### src/rtl/lif_pkg.sv
// Shared types and constants for the LIF neuron stream driver.
package lif_pkg;

  localparam int LIF_BYTE_W = 8;

  // Control-pin encodings on the neuron side
  localparam logic LIF_SEL_WEIGHTS = 1'b1;  // uio_in[0]: 1 = weight register
  localparam logic LIF_MODE_RUN    = 1'b1;  // uio_in[1]: 1 = integrate, 0 = shift

  typedef enum logic [2:0] {
    ST_IDLE   = 3'd0,
    ST_LOAD_W = 3'd1,
    ST_LOAD_X = 3'd2,
    ST_RUN    = 3'd3,
    ST_DONE   = 3'd4
  } lif_drv_state_t;

  // Byte index width, never narrower than one bit
  function automatic int idx_width(input int nbytes);
    return (nbytes > 1) ? $clog2(nbytes) : 1;
  endfunction

endpackage

### src/rtl/lif_stream_driver_if.sv
// Neuron-side pin bundle: byte bus and control out, spike back.
interface lif_stream_driver_if;
  import lif_pkg::*;

  logic [LIF_BYTE_W-1:0] lif_data;
  logic                  lif_sel_w;
  logic                  lif_run;
  logic                  spike_in;

  modport master (output lif_data, output lif_sel_w, output lif_run, input spike_in);
  modport slave  (input lif_data, input lif_sel_w, input lif_run, output spike_in);

endinterface

### src/rtl/lif_byte_serializer.sv
// Shadow register for one parallel vector plus an MSB-first byte mux.
module lif_byte_serializer
  import lif_pkg::*;
#(
  parameter int NBYTES = 8,
  parameter int IDX_W  = 3
) (
  input  logic                         clk,
  input  logic                         reset,
  input  logic                         load,
  input  logic [NBYTES*LIF_BYTE_W-1:0] din,
  input  logic [IDX_W-1:0]             idx,
  output logic [LIF_BYTE_W-1:0]        byte_out
);

  localparam logic [IDX_W-1:0] LAST = IDX_W'(NBYTES - 1);

  logic [NBYTES*LIF_BYTE_W-1:0] shadow;
  logic [IDX_W-1:0]             sel;

  // Capture the vector when a transaction is accepted
  always_ff @(posedge clk) begin
    if (reset)     shadow <= '0;
    else if (load) shadow <= din;
  end

  // Index 0 selects the most significant byte
  always_comb begin
    sel      = LAST - idx;
    byte_out = shadow[int'(sel)*LIF_BYTE_W +: LIF_BYTE_W];
  end

endmodule

### src/rtl/lif_stream_driver.sv
// Host-side transmitter for the LIF neuron byte-serial load interface.
// Optional build macro: LIF_DRV_SPIKE_TRACE_EN adds a 16-bit spike history.
//
//   state   | meaning
//   IDLE    | neuron free-runs, waiting for start
//   LOAD_W  | shifting weight bytes, MSB byte first
//   LOAD_X  | shifting input bytes, MSB byte first
//   RUN     | integrate mode, counting returned spikes
//   DONE    | one-cycle completion pulse
module lif_stream_driver
  import lif_pkg::*;
#(
  parameter int N_STAGES = 6
) (
  input  logic                  clk,
  input  logic                  reset,
  input  logic                  start,
  input  logic                  load_weights,
  input  logic [2**N_STAGES-1:0] weights,
  input  logic [2**N_STAGES-1:0] x_vec,
  input  logic [7:0]            run_cycles,
  output logic                  busy,
  output logic                  done,
  output logic [7:0]            spike_count,
`ifdef LIF_DRV_SPIKE_TRACE_EN
  output logic [15:0]           spike_trace,
`endif
  lif_stream_driver_if.master   lif
);

  localparam int INPUTS = 2**N_STAGES;
  localparam int NBYTES = INPUTS / 8;
  localparam int IDX_W  = idx_width(NBYTES);
  localparam logic [IDX_W-1:0] LAST = IDX_W'(NBYTES - 1);

  lif_drv_state_t        state, state_next;
  logic [IDX_W-1:0]      idx;
  logic [7:0]            run_cnt;
  logic                  accept;
  logic [LIF_BYTE_W-1:0] w_byte, x_byte;

  assign accept = (state == ST_IDLE) && start;

  lif_byte_serializer #(.NBYTES(NBYTES), .IDX_W(IDX_W)) u_ser_w (
    .clk(clk), .reset(reset), .load(accept), .din(weights), .idx(idx), .byte_out(w_byte)
  );

  lif_byte_serializer #(.NBYTES(NBYTES), .IDX_W(IDX_W)) u_ser_x (
    .clk(clk), .reset(reset), .load(accept), .din(x_vec), .idx(idx), .byte_out(x_byte)
  );

  // State register
  always_ff @(posedge clk) begin
    if (reset) state <= ST_IDLE;
    else       state <= state_next;
  end

  // Next-state logic; run_cnt already holds the latched run length
  always_comb begin
    state_next = state;
    case (state)
      ST_IDLE:   if (start) state_next = load_weights ? ST_LOAD_W : ST_LOAD_X;
      ST_LOAD_W: if (idx == LAST) state_next = ST_LOAD_X;
      ST_LOAD_X: if (idx == LAST) state_next = (run_cnt == 8'd0) ? ST_DONE : ST_RUN;
      ST_RUN:    if (run_cnt == 8'd1) state_next = ST_DONE;
      ST_DONE:   state_next = ST_IDLE;
      default:   state_next = ST_IDLE;
    endcase
  end

  // Outputs decode from registered state and shadow bytes only
  always_comb begin
    busy          = (state != ST_IDLE);
    done          = (state == ST_DONE);
    lif.lif_run   = LIF_MODE_RUN;
    lif.lif_sel_w = ~LIF_SEL_WEIGHTS;
    lif.lif_data  = '0;
    case (state)
      ST_LOAD_W: begin
        lif.lif_run   = ~LIF_MODE_RUN;
        lif.lif_sel_w = LIF_SEL_WEIGHTS;
        lif.lif_data  = w_byte;
      end
      ST_LOAD_X: begin
        lif.lif_run   = ~LIF_MODE_RUN;
        lif.lif_data  = x_byte;
      end
      default: ;
    endcase
  end

  // Byte index, run down-counter and saturating spike counter
  always_ff @(posedge clk) begin
    if (reset) begin
      idx         <= '0;
      run_cnt     <= '0;
      spike_count <= '0;
    end else begin
      case (state)
        ST_IDLE: begin
          if (start) begin
            idx         <= '0;
            run_cnt     <= run_cycles;
            spike_count <= '0;
          end
        end
        ST_LOAD_W, ST_LOAD_X: begin
          idx <= (idx == LAST) ? '0 : idx + 1'b1;
        end
        ST_RUN: begin
          run_cnt <= run_cnt - 8'd1;
          if (lif.spike_in && (spike_count != 8'hFF))
            spike_count <= spike_count + 8'd1;
        end
        default: ;
      endcase
    end
  end

`ifdef LIF_DRV_SPIKE_TRACE_EN
  // Recent spike history, newest sample in bit 0
  always_ff @(posedge clk) begin
    if (reset || accept)      spike_trace <= '0;
    else if (state == ST_RUN) spike_trace <= {spike_trace[14:0], lif.spike_in};
  end
`endif

endmodule

### src/flat_wrapper.sv
// flat-port wrapper written by rule: the top's interface ports become plain ports
module lif_stream_driver_flat import lif_pkg::*;
#(
  parameter int N_STAGES = 6
)
  (clk, reset, start, load_weights, weights, x_vec, run_cycles, busy, done, spike_count, lif_lif_data, lif_lif_sel_w, lif_lif_run, lif_spike_in);
  lif_stream_driver_if lif_i ();
  input  logic clk;
  input  logic reset;
  input  logic start;
  input  logic load_weights;
  input  logic [2**N_STAGES-1:0] weights;
  input  logic [2**N_STAGES-1:0] x_vec;
  input  logic [7:0] run_cycles;
  output logic busy;
  output logic done;
  output logic [7:0] spike_count;
  output wire logic [$bits(lif_i.lif_data)-1:0] lif_lif_data;
  output wire logic [$bits(lif_i.lif_sel_w)-1:0] lif_lif_sel_w;
  output wire logic [$bits(lif_i.lif_run)-1:0] lif_lif_run;
  input wire logic [$bits(lif_i.spike_in)-1:0] lif_spike_in;
  assign lif_lif_data = lif_i.lif_data;
  assign lif_lif_sel_w = lif_i.lif_sel_w;
  assign lif_lif_run = lif_i.lif_run;
  assign lif_i.spike_in = lif_spike_in;
  lif_stream_driver #(.N_STAGES(N_STAGES)) u_core (.clk(clk), .reset(reset), .start(start), .load_weights(load_weights), .weights(weights), .x_vec(x_vec), .run_cycles(run_cycles), .busy(busy), .done(done), .spike_count(spike_count), .lif(lif_i));
endmodule
### config.mk
export PLATFORM = sky130hd
export DESIGN_NAME = lif_stream_driver_flat
export DESIGN_NICKNAME = d
export VERILOG_FILES = /design/src/rtl/lif_pkg.sv /design/src/rtl/lif_stream_driver_if.sv /design/src/rtl/lif_byte_serializer.sv /design/src/rtl/lif_stream_driver.sv /design/src/flat_wrapper.sv
export SDC_FILE = /design/constraint.sdc
export NUM_CORES = 1
export LEC_CHECK = 0
export BUFFER_PORTS_ARGS = -buffer_cell sky130_fd_sc_hd__buf_2
export CORE_UTILIZATION = 54
export DETAILED_ROUTE_END_ITERATION = 10
export PLACE_DENSITY = 0.8
export SLEW_MARGIN = 20
export SYNTH_ARGS = -nofsm -noshare
export SYNTH_HDL_FRONTEND = slang
export SYNTH_SLANG_ARGS = --single-unit
export TNS_END_PERCENT = 5
### constraint.sdc
create_clock -name clk -period 2.9 [get_ports clk]
set_clock_uncertainty 0.05 [all_clocks]
set_input_delay 0.87 -clock clk [delete_from_list [all_inputs] [get_ports clk]]
set_output_delay 0.87 -clock clk [all_outputs]
set_load 0.02 [all_outputs]
==> reports/qor.yml <==
global_route:
  grt_max_degree: 126
  busiest_layer: "met2"
  met1_usage_pct: 41.4
  gr-usage-all-layers_pct: 30.1
  grt_pass1_wl_um: 29600
  met3_usage_pct: 7.02
  grt-ovfl-total: 0
  grt_use_met2_pct: 46.1
  antenna_found_initial: 0
  grt_pass1_vias: 5841
critical_path:
  cp-startpoint: "u_core.state[2]$_SDFFE_PP0P_"
  crit_end: "lif_lif_data[2]"
  criticalPathCategory: "reg2out"
  path_max_fanout: 28
  reg2regPathDepth: 6
  start_kind: "register"
  rrSetupSlack_ns: 0.83
  rr_startpoint: "u_core.state[0]$_SDFFE_PP0P_"
  crit_path_end_kind: "primary output"
  cp.arrival_ns: 2.22
  reg2reg_to: "u_core.u_ser_x.shadow[51]$_SDFFE_PP0P_"
  worstPathRequired_ns: 1.98
die:
  fp.dieW_um: 113
  core-area_um2: 12100
  die_h_um: 113
  std_cell_rows: 40
  dieArea_um2: 12800
  io_pins: 161
  start_util_pct: 55.4
power_and_ir_drop:
  peakVddDrop_v: 0.000529
  cellPowerDensity_nw_per_um2: 989
  p_leak_uw: 0.00349
run_status:
  status: "finished with violations"
  violations: "negative setup slack"
clocking:
  cts_tree: "built"
  cts_made_buffers: 17
  clk_latency_ns: 0.42
  cts_hold_buffers: 0
  cts.sinks: 150
  root_buffer: "clkbuf_16"
  htreeDepth: 4
  cts_buffer_depth: 2
  cts.clk_slew.worst_paths_ns: 0.06
yosys:
  yosys_warnings: 0
  syn-instance-count: 833
  synth_area_leaders: "dfxtp_1 45%, nand2_1 16%, a21oi_1 11%, mux4_2 5.4%, mux2i_1 2.5%"
  async_flop_share_pct: 0
  syn-cell-area_um2: 6680
  synth.distinct_cells: 51
  syn_nets: 979
  ys.flop_type: "dfxtp_1"
  yosys.area.top_type: "dfxtp_1"
  yosys_register_bits: 150
  synth_edf_count: 0
  synth_seq_area_share_pct: 44.9
  syn_area_per_cell_um2: 8.02
  synth_top_area_share_pct: 44.9
detailed_routing:
  post_drt_wl_per_cell_um: 16.4
  drtPass1Iterations: 7
  first_iter_violations: 713
  wirelength_um: 18800
  vias_per_cell: 5.67
  drtAntennaViolNets: 0
  drc: 0
  vias: 6486
sta:
  rsz0062_at_grt: "true"
  maxSlewHeadroom_pct: 57.5
  final_hold_viol_count: 0
  finalCritPeriodShare_pct: 108
  period_needed_ns: 3.14
  worst_pin_slew_ns: 0.632
  max_freq_ghz: 0.318
  setup_viol: 8
  layout_setup_ws_ns: -0.242
  slew_violations: 0
  fin_hold_ws_ns: 0.406
  setup_tns_ns: -1.67
finish:
  antenna_cells: 0
  synthToLayoutAreaGrowth_pct: 26.1
  final_nets: 1110
  final_layout_size_suffix_gt1_share_pct: 26.1
job:
  cap_viol_max_count: 0
hold_path:
  worstHoldPathType: "reg2reg"
  hold_path.startpoint: "u_core.u_ser_w.shadow[50]$_SDFFE_PP0P_"
placed_design:
  numPortBuffers: 160
  dp_hpwl_um: 13000
  gp_congestion: 0.907
  pre_cts_slack_ns: 0.0641
[power by group]
part / switching, uW / leakage, uW / internal [uW]
Clock: 856 / 0.000315 / 1590
Sequential: 318 / 0.00123 / 2480
Combinational: 1800 / 0.00194 / 1280
[stage by stage]
step | area (um^2) | power [uW] | std cells | util (%)
floorplan | 6690 | 4870 | 833 | -
global placement | 7600 | 5620 | 1107 | 63.0
detailed placement | 7600 | 5670 | 1107 | 63.0
CTS | 8420 | 8290 | 1144 | 69.8
global route | 8430 | 8770 | 1144 | 69.9
finish | 8430 | 8330 | 1144 | 69.9
[cell usage in the layout, fill, tap and decap left out, drive strengths merged, types with 3 or more instances in the layout]
cell	instances
nand2	277
buf	180
a21oi	153
dfxtp	150
clkbuf	20
mux2i	17
nor2	16
a31oi	16
mux4	16
nand3	10
inv	10
a221o	8
o22ai	8
a211oi	8
and3	7
nor3b	7
nor3	7
nor4	6
o21ai	5
ha	5
bufinv	5
nand2b	4
or3b	4
or3	3
clkinvlp	3
nor4b	3
[flip-flops by register name, indices dropped and copies added, names as in the netlist]
| signal | flops |
|---|---|
| u_core.state | 3 |
| u_core.u_ser_x.shadow | 64 |
| u_core.idx | 3 |
| u_core.u_ser_w.shadow | 64 |
| u_core.spike_count | 8 |
| u_core.run_cnt | 8 |
[cells by family after synthesis]
group / share of synthesized area, %
xor gates and xnor gates: 0.262
adders and majority gates: 0.936
muxes: 8.28
and+or+nand+nor: 22.5
buffers and inverters: 5.22
AOI/OAI and AO/OA: 17.8
DFF: 44.9
[worst min-delay path by stage]
| stage | end | slack [ns] | cells past startpoint |
|---|---|---|---|
| 6_report | u_core.u_ser_w.shadow[50]$_SDFFE_PP0P_ | 0.41 | 2 |
| 5_1_grt | u_core.u_ser_w.shadow[5]$_SDFFE_PP0P_ | 0.43 | 2 |
| 4_1_cts | u_core.u_ser_w.shadow[52]$_SDFFE_PP0P_ | 0.40 | 2 |
| 3_5_place_dp | u_core.u_ser_w.shadow[52]$_SDFFE_PP0P_ | 0.40 | 2 |
| 3_3_place_gp | u_core.u_ser_x.shadow[3]$_SDFFE_PP0P_ | 0.39 | 2 |
| 2_1_floorplan | u_core.u_ser_x.shadow[0]$_SDFFE_PP0P_ | 0.38 | 2 |
[layer usage]
layer  routed length (um)  vias to the layer above  share of wire, %
met5                    0                        -                 0
li1                     -                     3130                 -
met4                  430                        0               2.3
met1                 8100                     3037                43
met2                 8660                      284                46
met3                 1570                       35               8.3
[area by class of cell]
| cell class | count | area [um^2] |
|---|---|---|
| well taps | 168 | 210 |
| multi-input cells | 605 | 3410 |
| flip-flops and latches | 150 | 3010 |
| fillers | 948 | 3630 |
| repair buffers | 181 | 1100 |
| inverters | 9 | 33.8 |
| clock inverters | 11 | 195 |
| clock buffers | 20 | 467 |
[synthesized netlist by cell type (all sizes together) (2+ instances only)]
library cell / count
a211oi: 8
a21oi: 153
a221o: 8
a31oi: 16
and3: 7
and4: 2
buf: 33
clkbuf: 36
dfxtp: 150
ha: 5
inv: 8
mux2: 2
mux2i: 17
mux4: 16
nand2: 277
nand2b: 4
nand3: 10
nor2: 16
nor3: 7
nor3b: 7
nor4: 6
nor4b: 3
o2111ai: 2
o21ai: 5
o221ai: 2
o22ai: 8
or2: 2
or3: 3
or3b: 4
xnor2: 2
[critical path, stage by stage, from the launching register on]
cell and delay [ns]:
dfxtp_2 0.32, or3b_4 0.40, buf_12 0.18, mux2i_1 0.13, a221o_1 0.35, a211oi_2 0.22, buf_4 0.19
[what timing repair did]
item	4_1_cts	5_1_grt
gates resized for setup	25	2
pin swaps	4	2
setup endpoints to repair	8	8
setup buffers	5	0
gates cloned	1	0
Power figures use the tool's default switching activity.
